**src/rtl/flag_unit_pipe.sv**
```systemverilog
// Two-stage flag unit: stage 1 captures partial ORs and flag sources of the ALU result,
// stage 2 reduces them to Z, updates NZCV and resolves B.cond / CBZ / CBNZ.
module flag_unit_pipe #(
   parameter int WIDTH = 64,
   parameter int GROUP = 4
) (
   input  logic             clk,
   input  logic             reset,
   input  logic             valid_in,
   input  logic [WIDTH-1:0] result,
   input  logic             carry_in,
   input  logic             overflow_in,
   input  logic             set_flags,
   input  logic [1:0]       br_kind,
   input  logic [3:0]       cond,
   output logic [3:0]       flags,
   output logic             zero_out,
   output logic             take_branch,
   output logic             valid_out
);

   localparam int NP   = WIDTH / GROUP;
   localparam int NG   = (NP + GROUP - 1) / GROUP;
   localparam int NPAD = NG * GROUP;

   function automatic int num_levels(input int n);
      int cnt;
      int l;
      cnt = n;
      l   = 0;
      while (cnt > 1) begin
         cnt = (cnt + GROUP - 1) / GROUP;
         l++;
      end
      return l;
   endfunction

   localparam int LEVELS = num_levels(NP);

   function automatic logic cond_holds(input logic [3:0] c, input logic [3:0] f);
      logic n, z, cy, v;
      logic res;
      {n, z, cy, v} = f;
      case (c)
         4'b0000: res = z;
         4'b0001: res = ~z;
         4'b0010: res = cy;
         4'b0011: res = ~cy;
         4'b0100: res = n;
         4'b0101: res = ~n;
         4'b0110: res = v;
         4'b0111: res = ~v;
         4'b1000: res = cy & ~z;
         4'b1001: res = ~cy | z;
         4'b1010: res = (n == v);
         4'b1011: res = (n != v);
         4'b1100: res = ~z & (n == v);
         4'b1101: res = z | (n != v);
         default: res = 1'b1;
      endcase
      return res;
   endfunction

   logic          s1_valid;
   logic [NP-1:0] s1_part;
   logic          s1_n, s1_c, s1_v, s1_set;
   logic [1:0]    s1_br;
   logic [3:0]    s1_cond;

   logic [NP-1:0] part;
   logic          z_new;

   always_comb begin
      part = '0;
      for (int k = 0; k < NP; k++) begin
         part[k] = |result[k*GROUP +: GROUP];
      end
   end

   // Zero detect as a tree: each level ORs GROUP-wide slices, padding bits stay 0.
   always_comb begin
      logic [NPAD-1:0] cur;
      logic [NPAD-1:0] nxt;
      cur          = '0;
      cur[NP-1:0]  = s1_part;
      for (int l = 0; l < LEVELS; l++) begin
         nxt = '0;
         for (int j = 0; j < NG; j++) begin
            nxt[j] = |cur[j*GROUP +: GROUP];
         end
         cur = nxt;
      end
      z_new = ~cur[0];
   end

   always_ff @(posedge clk or posedge reset) begin
      if (reset) begin
         s1_valid <= 1'b0;
         s1_part  <= '0;
         s1_n     <= 1'b0;
         s1_c     <= 1'b0;
         s1_v     <= 1'b0;
         s1_set   <= 1'b0;
         s1_br    <= 2'b00;
         s1_cond  <= 4'b0000;
      end else begin
         s1_valid <= valid_in;
         s1_part  <= part;
         s1_n     <= result[WIDTH-1];
         s1_c     <= carry_in;
         s1_v     <= overflow_in;
         s1_set   <= set_flags & valid_in;
         s1_br    <= valid_in ? br_kind : 2'b00;
         s1_cond  <= cond;
      end
   end

   // B.cond reads flags before this edge's write; the previous instruction has already landed.
   always_ff @(posedge clk or posedge reset) begin
      if (reset) begin
         flags       <= 4'b0000;
         zero_out    <= 1'b0;
         take_branch <= 1'b0;
         valid_out   <= 1'b0;
      end else begin
         valid_out <= s1_valid;
         zero_out  <= z_new;
         if (s1_set) begin
            flags <= {s1_n, z_new, s1_c, s1_v};
         end
         case (s1_br)
            2'b01:   take_branch <= cond_holds(s1_cond, flags);
            2'b10:   take_branch <= z_new;
            2'b11:   take_branch <= ~z_new;
            default: take_branch <= 1'b0;
         endcase
      end
   end

endmodule

```
**config.mk**
```make
export PLATFORM = sky130hd
export DESIGN_NAME = flag_unit_pipe
export DESIGN_NICKNAME = d
export VERILOG_FILES = /design/src/rtl/flag_unit_pipe.sv
export SDC_FILE = /design/constraint.sdc
export NUM_CORES = 1
export LEC_CHECK = 0
export ABC_AREA = 1
export CAP_MARGIN = 20
export CORE_MARGIN = 1
export CORE_UTILIZATION = 36
export CTS_BUF_LIST = sky130_fd_sc_hd__clkbuf_16
export DETAILED_ROUTE_END_ITERATION = 16
export GPL_TIMING_DRIVEN = 0
export PLACE_DENSITY = 0.81
export SYNTH_ARGS = -nofsm -noshare
export SYNTH_HDL_FRONTEND = slang
export SYNTH_SLANG_ARGS = --single-unit
```
**constraint.sdc**
```tcl
create_clock -name clk -period 1.6 [get_ports clk]
set_clock_uncertainty 0.15 [all_clocks]
set_input_delay 0.16 -clock clk [delete_from_list [all_inputs] [get_ports clk]]
set_output_delay 0.16 -clock clk [all_outputs]
set_load 0.01 [all_outputs]
```
==> impl_metrics.py, run 1 <==
metrics = {
    "cells_and_area": {
        "diodes": 0,
        "utilization_pct": 66.9,
        "final_nets": 309,
        "layoutNonFillerInstCount": 282,
        "stdcell_area_sq_um": 2450,
        "syn_to_final_growth_pct": 79.3,
        "drive_gt1_share_pct": 8.97,
        "fillCellCount": 283,
    },
    "clocking": {
        "cts.sinks": 34,
        "clockRootBuffer": "clkbuf_16",
        "clkLatencyLatePin_ns": 0.27,
        "cts_tree": "built",
        "clk_pin_slew_ns": 0.05,
        "ctsLongestPathBuffers": 2,
        "htree_levels": 2,
        "numCtsBuffers": 5,
    },
    "setup_path": {
        "worst-path-buf-inv": 1,
        "worstPathRequired_ns": 1.29,
        "r2r_cells": 11,
        "path_depth": 1,
        "slowest_delay_ns": 0.56,
        "worstPathCellList": "clkdlybuf4s50_1",
        "critical-path-slowest-cell": "clkdlybuf4s50_1",
        "ff2ff_setup_slack_ns": 0.24,
        "crit_family": "buffers and inverters",
        "endpoint_kind": "output port",
        "cp.arrival_ns": 1.24,
        "worstPathMaxFanout": 5,
        "cp-start-kind": "flip-flop",
        "criticalPathCategory": "reg -> out",
    },
    "power_and_ir_drop": {
        "ir_drop_mv": 0.694,
        "cellPowerDensity_nw_per_um2": 947,
        "total_leakage_power_nw": 1.04,
    },
    "placed_design": {
        "port_buffers": 82,
        "dp_hpwl_um": 2460,
        "placed_area_sq_um": 2270,
        "routabilityCongestion": 0.788,
        "dp.cells": 273,
        "pre_cts_ws_ns": 0.206,
    },
    "synth": {
        "synthTopCellsByCount": "36 x nand2_1, 34 x dfrtp_1, 16 x nor2_1, 16 x or4_1, 11 x inv_1",
        "synth_edf_count": 0,
        "yosysUniqueCellTypes": 16,
        "yosys.area.top_type": "dfrtp_1",
        "syn_nets": 218,
        "yosysTopAreaCellShare_pct": 62.3,
        "synth_most_common_cell": "nand2_1",
        "netlist_area_sq_um": 1370,
        "async_flop_share_pct": 100,
        "synthCells": 142,
        "ys_seq_area_share_pct": 62.3,
        "synth_seq_cells": 34,
        "synth.avg_cell_area_sq_um": 9.62,
        "synth_area_leaders": "dfrtp_1 62%, nand2_1 9.9%, or4_1 8.8%, nor2_1 4.4%, nand3_1 3.3%",
        "yosysWarnings": 0,
        "synthFlopType": "dfrtp_1",
    },
    "floorplanning": {
        "ios": 83,
        "die_w_um": 63.6,
        "start_util_pct": 37.3,
        "dieArea_sq_um": 4050,
        "rows": 22,
        "die_y_um": 63.6,
        "core-area_sq_um": 3660,
    },
    "global_routing": {
        "grt.total_usage_pct": 16.9,
        "overflow": 0,
        "grt_max_degree": 20,
        "grt_first_pass_wirelength_um": 5090,
        "grt_pass1_vias": 1348,
        "antenna_found_initial": 0,
    },
    "routing": {
        "wire_per_inst_um": 10.3,
        "via_count": 1315,
        "drc_errors": 0,
        "drt_first_pass_iters": 4,
        "wirelength_um": 2900,
        "ant_nets": 0,
        "detail_route.vias_per_cell": 4.66,
        "drtIter0Drc": 39,
    },
    "sta": {
        "relSlewSlack_pct": 56.4,
        "hold_viol": 0,
        "clock.fmax_mhz": 646,
        "tightest_slew_ns": 0.653,
        "rsz0062_at_grt": "no",
        "finalCritPeriodShare_pct": 96.7,
        "final-max-slew-violation-count": 0,
        "fin_crit_ns": 1.55,
        "fin_ws_ns": 0.0527,
        "hold_ws_ns": 0.132,
        "setup_viol": 0,
    },
    "run_status": {
        "status": "finished, final reports clean",
    },
    "job": {
        "max_cap_violations": 0,
    },
    "hold_path": {
        "hold_class": "in -> async",
    },
}
-- metal layers --
layer | share of wire (%) | GRT usage [%]
met1 | 35 | 15.5
met2 | 57 | 32.7
met3 | 7.0 | 6.16
met4 | 1.2 | 6.53
met5 | 0 | 0
-- cells in the final DEF (no fill, tap or decap) --
| master | n |
|---|---|
| buf_6 | 1 |
| nand3_1 | 9 |
| nand2_2 | 1 |
| inv_2 | 3 |
| clkinv_1 | 1 |
| clkdlybuf4s50_1 | 81 |
| o21ai_0 | 2 |
| inv_4 | 1 |
| clkbuf_16 | 5 |
| nor2_2 | 4 |
| nand3_2 | 1 |
| inv_1 | 11 |
| o21ai_1 | 2 |
| buf_16 | 1 |
| dfrtp_1 | 34 |
| a21oi_1 | 4 |
| clkinv_2 | 2 |
| or4_1 | 16 |
| buf_4 | 1 |
| nand2_1 | 36 |
| dlymetal6s2s_1 | 1 |
| nor2_1 | 16 |
| bufinv_16 | 1 |
-- repair_timing --
action,CTS,global route
setup endpoints to repair,0,2
hold buffers,0,0
buffers inserted,0,1
gates resized for setup,0,1
-- cell families after synthesis --
logic type / Yosys count / share of synthesized area, %
DFF: 34 / 62.3
and+or+nand+nor: 83 / 29.4
buffers and inverters: 17 / 5.40
AOI/OAI and AO/OA: 8 / 2.93
-- state kept, by name, indices dropped and copies added, names as in the netlist --
register	flops
s1_c	1
s1_n	1
s1_br	2
s1_set	1
valid_out	1
zero_out	1
s1_cond	4
s1_valid	1
s1_v	1
take_branch	1
s1_part	16
flags	4
-- path summary, 6_finish.rpt --
check / start / end
setup / recovery: flags[3]$_DFFE_PP0P_ / flags[3]
hold / removal: reset / flags[0]$_DFFE_PP0P_
setup reg to reg: s1_cond[1]$_DFF_PP0_ / take_branch$_DFF_PP0_
hold reg to reg: s1_valid$_DFF_PP0_ / valid_out$_DFF_PP0_
max in group asynchronous: reset / s1_part[14]$_DFF_PP0_
min in group clk: overflow_in / s1_v$_DFF_PP0_
-- cell type report --
cell class,count,area [sq um],share of cell area [%]
plain buffers,1,11.3,0.460
clock buffers,5,125,5.11
clock inverters,3,40.0,1.63
inverters,16,62.6,2.55
multi-input cells,91,442,18.0
flip-flops and latches,34,851,34.7
well taps,48,60.1,2.45
repair buffers,84,858,35.0
-- power breakdown --
part	switching, mW	internal, mW	leakage [nW]	total, mW
sequential	0.0303	0.901	0.366	0.932
clock	0.314	0.726	0.0836	1.04
combinational	0.113	0.235	0.585	0.348
total	0.457	1.86	1.04	2.32
-- metrics by stage --
stage	power, mW	TNS, ns
2_1_floorplan	1.05	0
3_3_place_gp	1.28	-4.90
3_5_place_dp	1.29	0
4_1_cts	2.35	0
5_1_grt	2.44	0
6_report	2.32	0
Power figures use the tool's default switching activity.
==> run 2, diff against run 1 <==
Settings changed: HOLD_SLACK_MARGIN from default to 0.06, PLACE_DENSITY 0.81 to 0.78.
==> run 2 against run 1 <==
  * Register-to-register slack better by 0.06 ns
  * Non-clock buffer count shrank 1
  * Largest cell class is now registers
  * Count of clock-buffer cells in the layout is the same
  * Routed wire length fell by 0.93%
  * Combinational power decreased by 3%
  * Critical path depth stayed put
  * Final cell count is 0.35% lower
  * Global-route usage decreased by 0.51 points
  * Worst hold slack improved by 0.047 ns
==> impl_metrics.py, run 2 (synthesis gave the netlist of run 1 again) <==
metrics = {
    "run_status": {
        "status": "finished, final reports clean",
    },
    "sta": {
        "relSlewSlack_pct": 47.7,
        "final-max-slew-violation-count": 0,
        "clock.fmax_mhz": 644,
        "setup_viol": 0,
        "fin_crit_ns": 1.55,
        "rsz0062_at_grt": "no",
        "hold_viol": 0,
        "finalCritPeriodShare_pct": 97.1,
        "fin_setup_tns_ns": 0,
        "tightest_slew_ns": 0.783,
    },
    "routing": {
        "drtIter0Drc": 145,
        "drt_first_pass_iters": 4,
        "via_count": 1319,
        "ant_nets": 0,
        "detail_route.vias_per_cell": 4.69,
        "wire_per_inst_um": 10.2,
        "drc_errors": 0,
        "wirelength_um": 2870,
    },
    "global_routing": {
        "grt_max_degree": 22,
        "grt_first_pass_wirelength_um": 4860,
        "grt.total_usage_pct": 16.4,
        "overflow": 0,
        "grt_pass1_vias": 1199,
        "antenna_found_initial": 0,
    },
    "clocking": {
        "clkLatencyLatePin_ns": 0.27,
        "cts_tree": "built",
        "clk_pin_slew_ns": 0.05,
        "htree_levels": 2,
        "numCtsBuffers": 5,
        "ctsLongestPathBuffers": 2,
        "cts.sinks": 34,
        "post-cts-setup-buffer-count": 0,
        "clockRootBuffer": "clkbuf_16",
    },
    "power_and_ir_drop": {
        "clock_power_share_pct": 40.4,
        "ir_drop_mv": 0.489,
        "p_switching_mw": 0.445,
        "intPower_mw": 1.69,
        "total_leakage_power_nw": 0.995,
        "pwr-share-seq_pct": 43.7,
        "cellPowerDensity_nw_per_um2": 889,
        "p_comb_share_pct": 15.9,
        "p_sw_share_pct": 20.8,
    },
    "hold_path": {
        "worstHoldPathCells": 1,
        "min_from": "cond[1]",
        "hold_class": "in -> reg",
        "hold_end": "s1_cond[1]$_DFF_PP0_",
    },
    "cells_and_area": {
        "utilization_pct": 65.6,
        "diodes": 0,
        "final_nets": 308,
        "layout_commonest_cell": "clkdlybuf4s50_1",
        "top_register": "s1_part",
        "top_regs": "s1_part x16, flags x4, s1_cond x4",
        "largest_reg_flops": 16,
        "syn_to_final_growth_pct": 75.6,
        "drive_gt1_share_pct": 7.73,
        "final_cell_mix": "82 x clkdlybuf4s50_1, 36 x nand2_1, 33 x dfrtp_1",
    },
    "floorplanning": {
        "core-area_sq_um": 3660,
        "ios": 83,
        "die_y_um": 63.6,
        "start_util_pct": 37.3,
        "die_w_um": 63.6,
        "dieArea_sq_um": 4050,
        "rows": 22,
    },
    "setup_path": {
        "criticalPathCategory": "reg -> out",
        "slowest_delay_ns": 0.56,
        "critical-path-slowest-cell": "clkdlybuf4s50_1",
        "worst-path-buf-inv": 1,
        "crit_family": "buffers and inverters",
        "reg2reg_from": "s1_cond[1]$_DFF_PP0_",
        "worstPathMaxFanout": 5,
        "cp-start-kind": "flip-flop",
        "worstPathCellList": "clkdlybuf4s50_1",
        "cp.arrival_ns": 1.24,
        "reg2reg_to": "take_branch$_DFF_PP0_",
        "worstPathRequired_ns": 1.29,
        "ff2ff_setup_slack_ns": 0.30,
        "r2r_cells": 11,
        "endpoint_kind": "output port",
        "path_depth": 1,
    },
    "job": {
        "max_cap_violations": 0,
    },
    "placed_design": {
        "port_buffers": 82,
        "routabilityCongestion": 0.823,
        "dp_hpwl_um": 2430,
    },
}
run 2: worst max-delay path by stage:
stage | startpoint | end | slack (ns)
3_5_place_dp | result[1] | s1_part[0]$_DFF_PP0_ | 0.19
6_report | flags[3]$_DFFE_PP0P_ | flags[3] | 0.05
2_1_floorplan | flags[0]$_DFFE_PP0P_ | take_branch$_DFF_PP0_ | 0.36
3_3_place_gp | reset | valid_out$_DFF_PP0_ | -0.16
4_1_cts | flags[2]$_DFFE_PP0P_ | flags[2] | 0.01
5_1_grt | flags[3]$_DFFE_PP0P_ | flags[3] | 0.002
run 2: timing repair:
action / in CTS / in global routing
hold buffers: 0 / 0
endpoints found under the setup margin: 0 / 1
gates resized for setup: 0 / 1
run 2: cell type report:
type,instances,area [sq um]
Buffer,1,11.3
Clock buffer,5,125
Clock inverter,3,11.3
Fill cell,305,1260
Inverter,16,62.6
Multi-Input combinational cell,91,442
Sequential cell,34,852
Tap cell,48,60.1
Timing Repair Buffer,83,836
run 2: metal layers:
metal	vias to the layer above	track usage, %	wire length, um
li1	644	-	-
met2	66	28.7	1530
met5	-	0	0
met1	605	16.7	1050
met4	0	8.52	45
met3	4	6.16	240
run 2: through the flow:
| stage | std cells | cell area [sq um] | hold slack, ns | worst slack, ns | power, mW |
|---|---|---|---|---|---|
| after floorplan | 142 | 1370 | 0.0414 | 0.362 | 1.05 |
| after global placement | 272 | 2250 | 0.187 | -0.157 | 1.28 |
| after detailed placement | 273 | 2260 | 0.193 | 0.194 | 1.29 |
| after CTS | 281 | 2400 | 0.174 | 0.0148 | 2.16 |
| after global routing | 281 | 2400 | 0.175 | 0.00163 | 2.24 |
| final | 281 | 2400 | 0.179 | 0.0462 | 2.13 |
run 2: power groups by stage:
stage	combinational, mW	sequential [mW]	clock [mW]
after floorplan	0.102	0.948	0
after global placement	0.331	0.945	0
after detailed placement	0.343	0.946	0
after CTS	0.344	0.932	0.884
after global routing	0.376	0.938	0.927
final	0.339	0.933	0.861
==> run 3, diff against run 2 <==
Settings changed: ABC_CLOCK_PERIOD_IN_PS from default to 1600, CORE_ASPECT_RATIO from default to 1.4.
==> run 3 against run 2 <==
  * Count of clock-buffer cells in the layout is the same
  * Sequential power is essentially flat
  * Final cell count shrank 2.1%
  * Clock power grew 1%
  * Die area is essentially flat
==> impl_metrics.py, run 3 (synthesis gave the netlist of run 1 again) <==
metrics = {
    "placed_design": {
        "port_buffers": 82,
        "routabilityCongestion": 0.770,
        "pre_cts_ws_ns": 0.173,
        "dp.cells": 267,
        "dp_hpwl_um": 2730,
    },
    "cells_and_area": {
        "top_regs": "s1_part x16, flags x4, s1_cond x4",
        "multiInputGateArea_sq_um": 442,
        "largest_reg_flops": 16,
        "utilization_pct": 65.8,
        "drive_gt1_share_pct": 8.15,
        "final_cell_mix": "80 x clkdlybuf4s50_1, 36 x nand2_1, 33 x dfrtp_1",
        "layoutNonFillerInstCount": 275,
        "fillCellCount": 292,
        "seqCellArea_sq_um": 852,
        "layout_commonest_cell": "clkdlybuf4s50_1",
        "syn_to_final_growth_pct": 75.5,
        "top_register": "s1_part",
        "diodes": 0,
        "final_nets": 308,
    },
    "job": {
        "max_cap_violations": 0,
    },
    "sta": {
        "hold_ws_ns": 0.145,
        "rsz0062_at_grt": "no",
        "fin_crit_ns": 1.54,
        "setup_viol": 0,
        "tightest_slew_ns": 0.694,
        "relSlewSlack_pct": 53.7,
        "fin_ws_ns": 0.0643,
        "final-max-slew-violation-count": 0,
        "finalCritPeriodShare_pct": 96.0,
        "clock.fmax_mhz": 651,
        "hold_viol": 0,
    },
    "floorplanning": {
        "ios": 83,
        "die_y_um": 74.9,
        "start_util_pct": 37.5,
        "rows": 26,
        "die_w_um": 54.1,
        "dieArea_sq_um": 4050,
        "core-area_sq_um": 3640,
    },
    "routing": {
        "wire_per_inst_um": 12.3,
        "via_count": 1308,
        "wirelength_um": 3380,
        "ant_nets": 0,
        "detail_route.vias_per_cell": 4.76,
        "drc_errors": 0,
        "drt_first_pass_iters": 6,
        "drtIter0Drc": 21,
    },
    "global_routing": {
        "overflow": 0,
        "grt_max_degree": 20,
        "grtUsageMet3_pct": 8.69,
        "grt_pass1_vias": 1345,
        "grt_first_pass_wirelength_um": 5450,
        "grtUsageMet1_pct": 16.3,
        "use_met2_pct": 37.7,
        "grt.total_usage_pct": 19.9,
        "antenna_found_initial": 0,
        "busiest_layer": "met2",
    },
    "power_and_ir_drop": {
        "total_leakage_power_nw": 1.02,
        "ir_drop_mv": 0.796,
        "power_mw": 2.15,
        "cellPowerDensity_nw_per_um2": 896,
    },
    "clocking": {
        "clk_pin_slew_ns": 0.05,
        "cts.sinks": 34,
        "holdBufCountCts": 0,
        "post_cts_resized": 0,
        "clockRootBuffer": "clkbuf_16",
        "htree_levels": 2,
        "clkLatencyLatePin_ns": 0.27,
        "cts_tree": "built",
        "numCtsBuffers": 5,
        "ctsLongestPathBuffers": 2,
        "post-cts-setup-buffer-count": 0,
    },
    "setup_path": {
        "worst-path-buf-inv": 1,
        "critical-path-slowest-cell": "clkdlybuf4s50_1",
        "path_depth": 1,
        "worstPathRequired_ns": 1.29,
        "ff2ff_setup_slack_ns": 0.15,
        "worstPathCellList": "clkdlybuf4s50_1",
        "endpoint_kind": "output port",
        "cp.arrival_ns": 1.23,
        "slowest_delay_ns": 0.54,
        "cp-start-kind": "flip-flop",
        "criticalPathCategory": "reg -> out",
        "crit_family": "buffers and inverters",
        "r2r_cells": 9,
        "worstPathMaxFanout": 5,
    },
    "run_status": {
        "status": "finished, final reports clean",
    },
    "hold_path": {
        "hold_class": "in -> async",
    },
}
==> run 3: area by class of cell <==
cell class	count	area share, %
Clock inverter	3	0.522
Multi-Input combinational cell	91	18.4
Tap cell	42	2.19
Buffer	1	0.469
Clock buffer	5	5.22
Sequential cell	34	35.5
Timing Repair Buffer	83	35.1
Inverter	16	2.61
==> run 3: metrics by stage <==
stage / TNS (ns) / instance area (sq um)
6_report: 0 / 2400
5_1_grt: 0 / 2400
4_1_cts: 0 / 2390
3_5_place_dp: 0 / 2250
3_3_place_gp: -4.49 / 2240
2_1_floorplan: 0 / 1370
==> run 3: report_power, final <==
part	internal [mW]	total [mW]	switching, mW
registers	0.902	0.933	0.0309
logic	0.227	0.344	0.116
clock network	0.560	0.872	0.312
total	1.69	2.15	0.459
==> run 3: worst reg2reg max path, stage by stage, from the launching register on <==
cell	delay, ns
dfrtp_1	0.42
inv_2	0.07
nand2_1	0.10
nand3_2	0.10
nand2_1	0.08
nand2_1	0.06
nor2_1	0.15
nand2_1	0.10
nand2_1	0.07
nand2_1	0.04
==> run 3: worst paths after layout <==
path                                      start                     to
hold reg to reg              s1_valid$_DFF_PP0_    valid_out$_DFF_PP0_
setup reg to reg           flags[0]$_DFFE_PP0P_  take_branch$_DFF_PP0_
min in group clk                       carry_in         s1_c$_DFF_PP0_
max in group asynchronous                 reset   flags[2]$_DFFE_PP0P_
setup / recovery           flags[2]$_DFFE_PP0P_               flags[2]
hold / removal                            reset         s1_n$_DFF_PP0_
==> run 3: layer usage <==
metal / vias to the layer above / part of all wire, %
li1: 641 / -
met1: 595 / 31
met2: 66 / 57
met3: 6 / 10
met4: 0 / 2.3
met5: - / 0
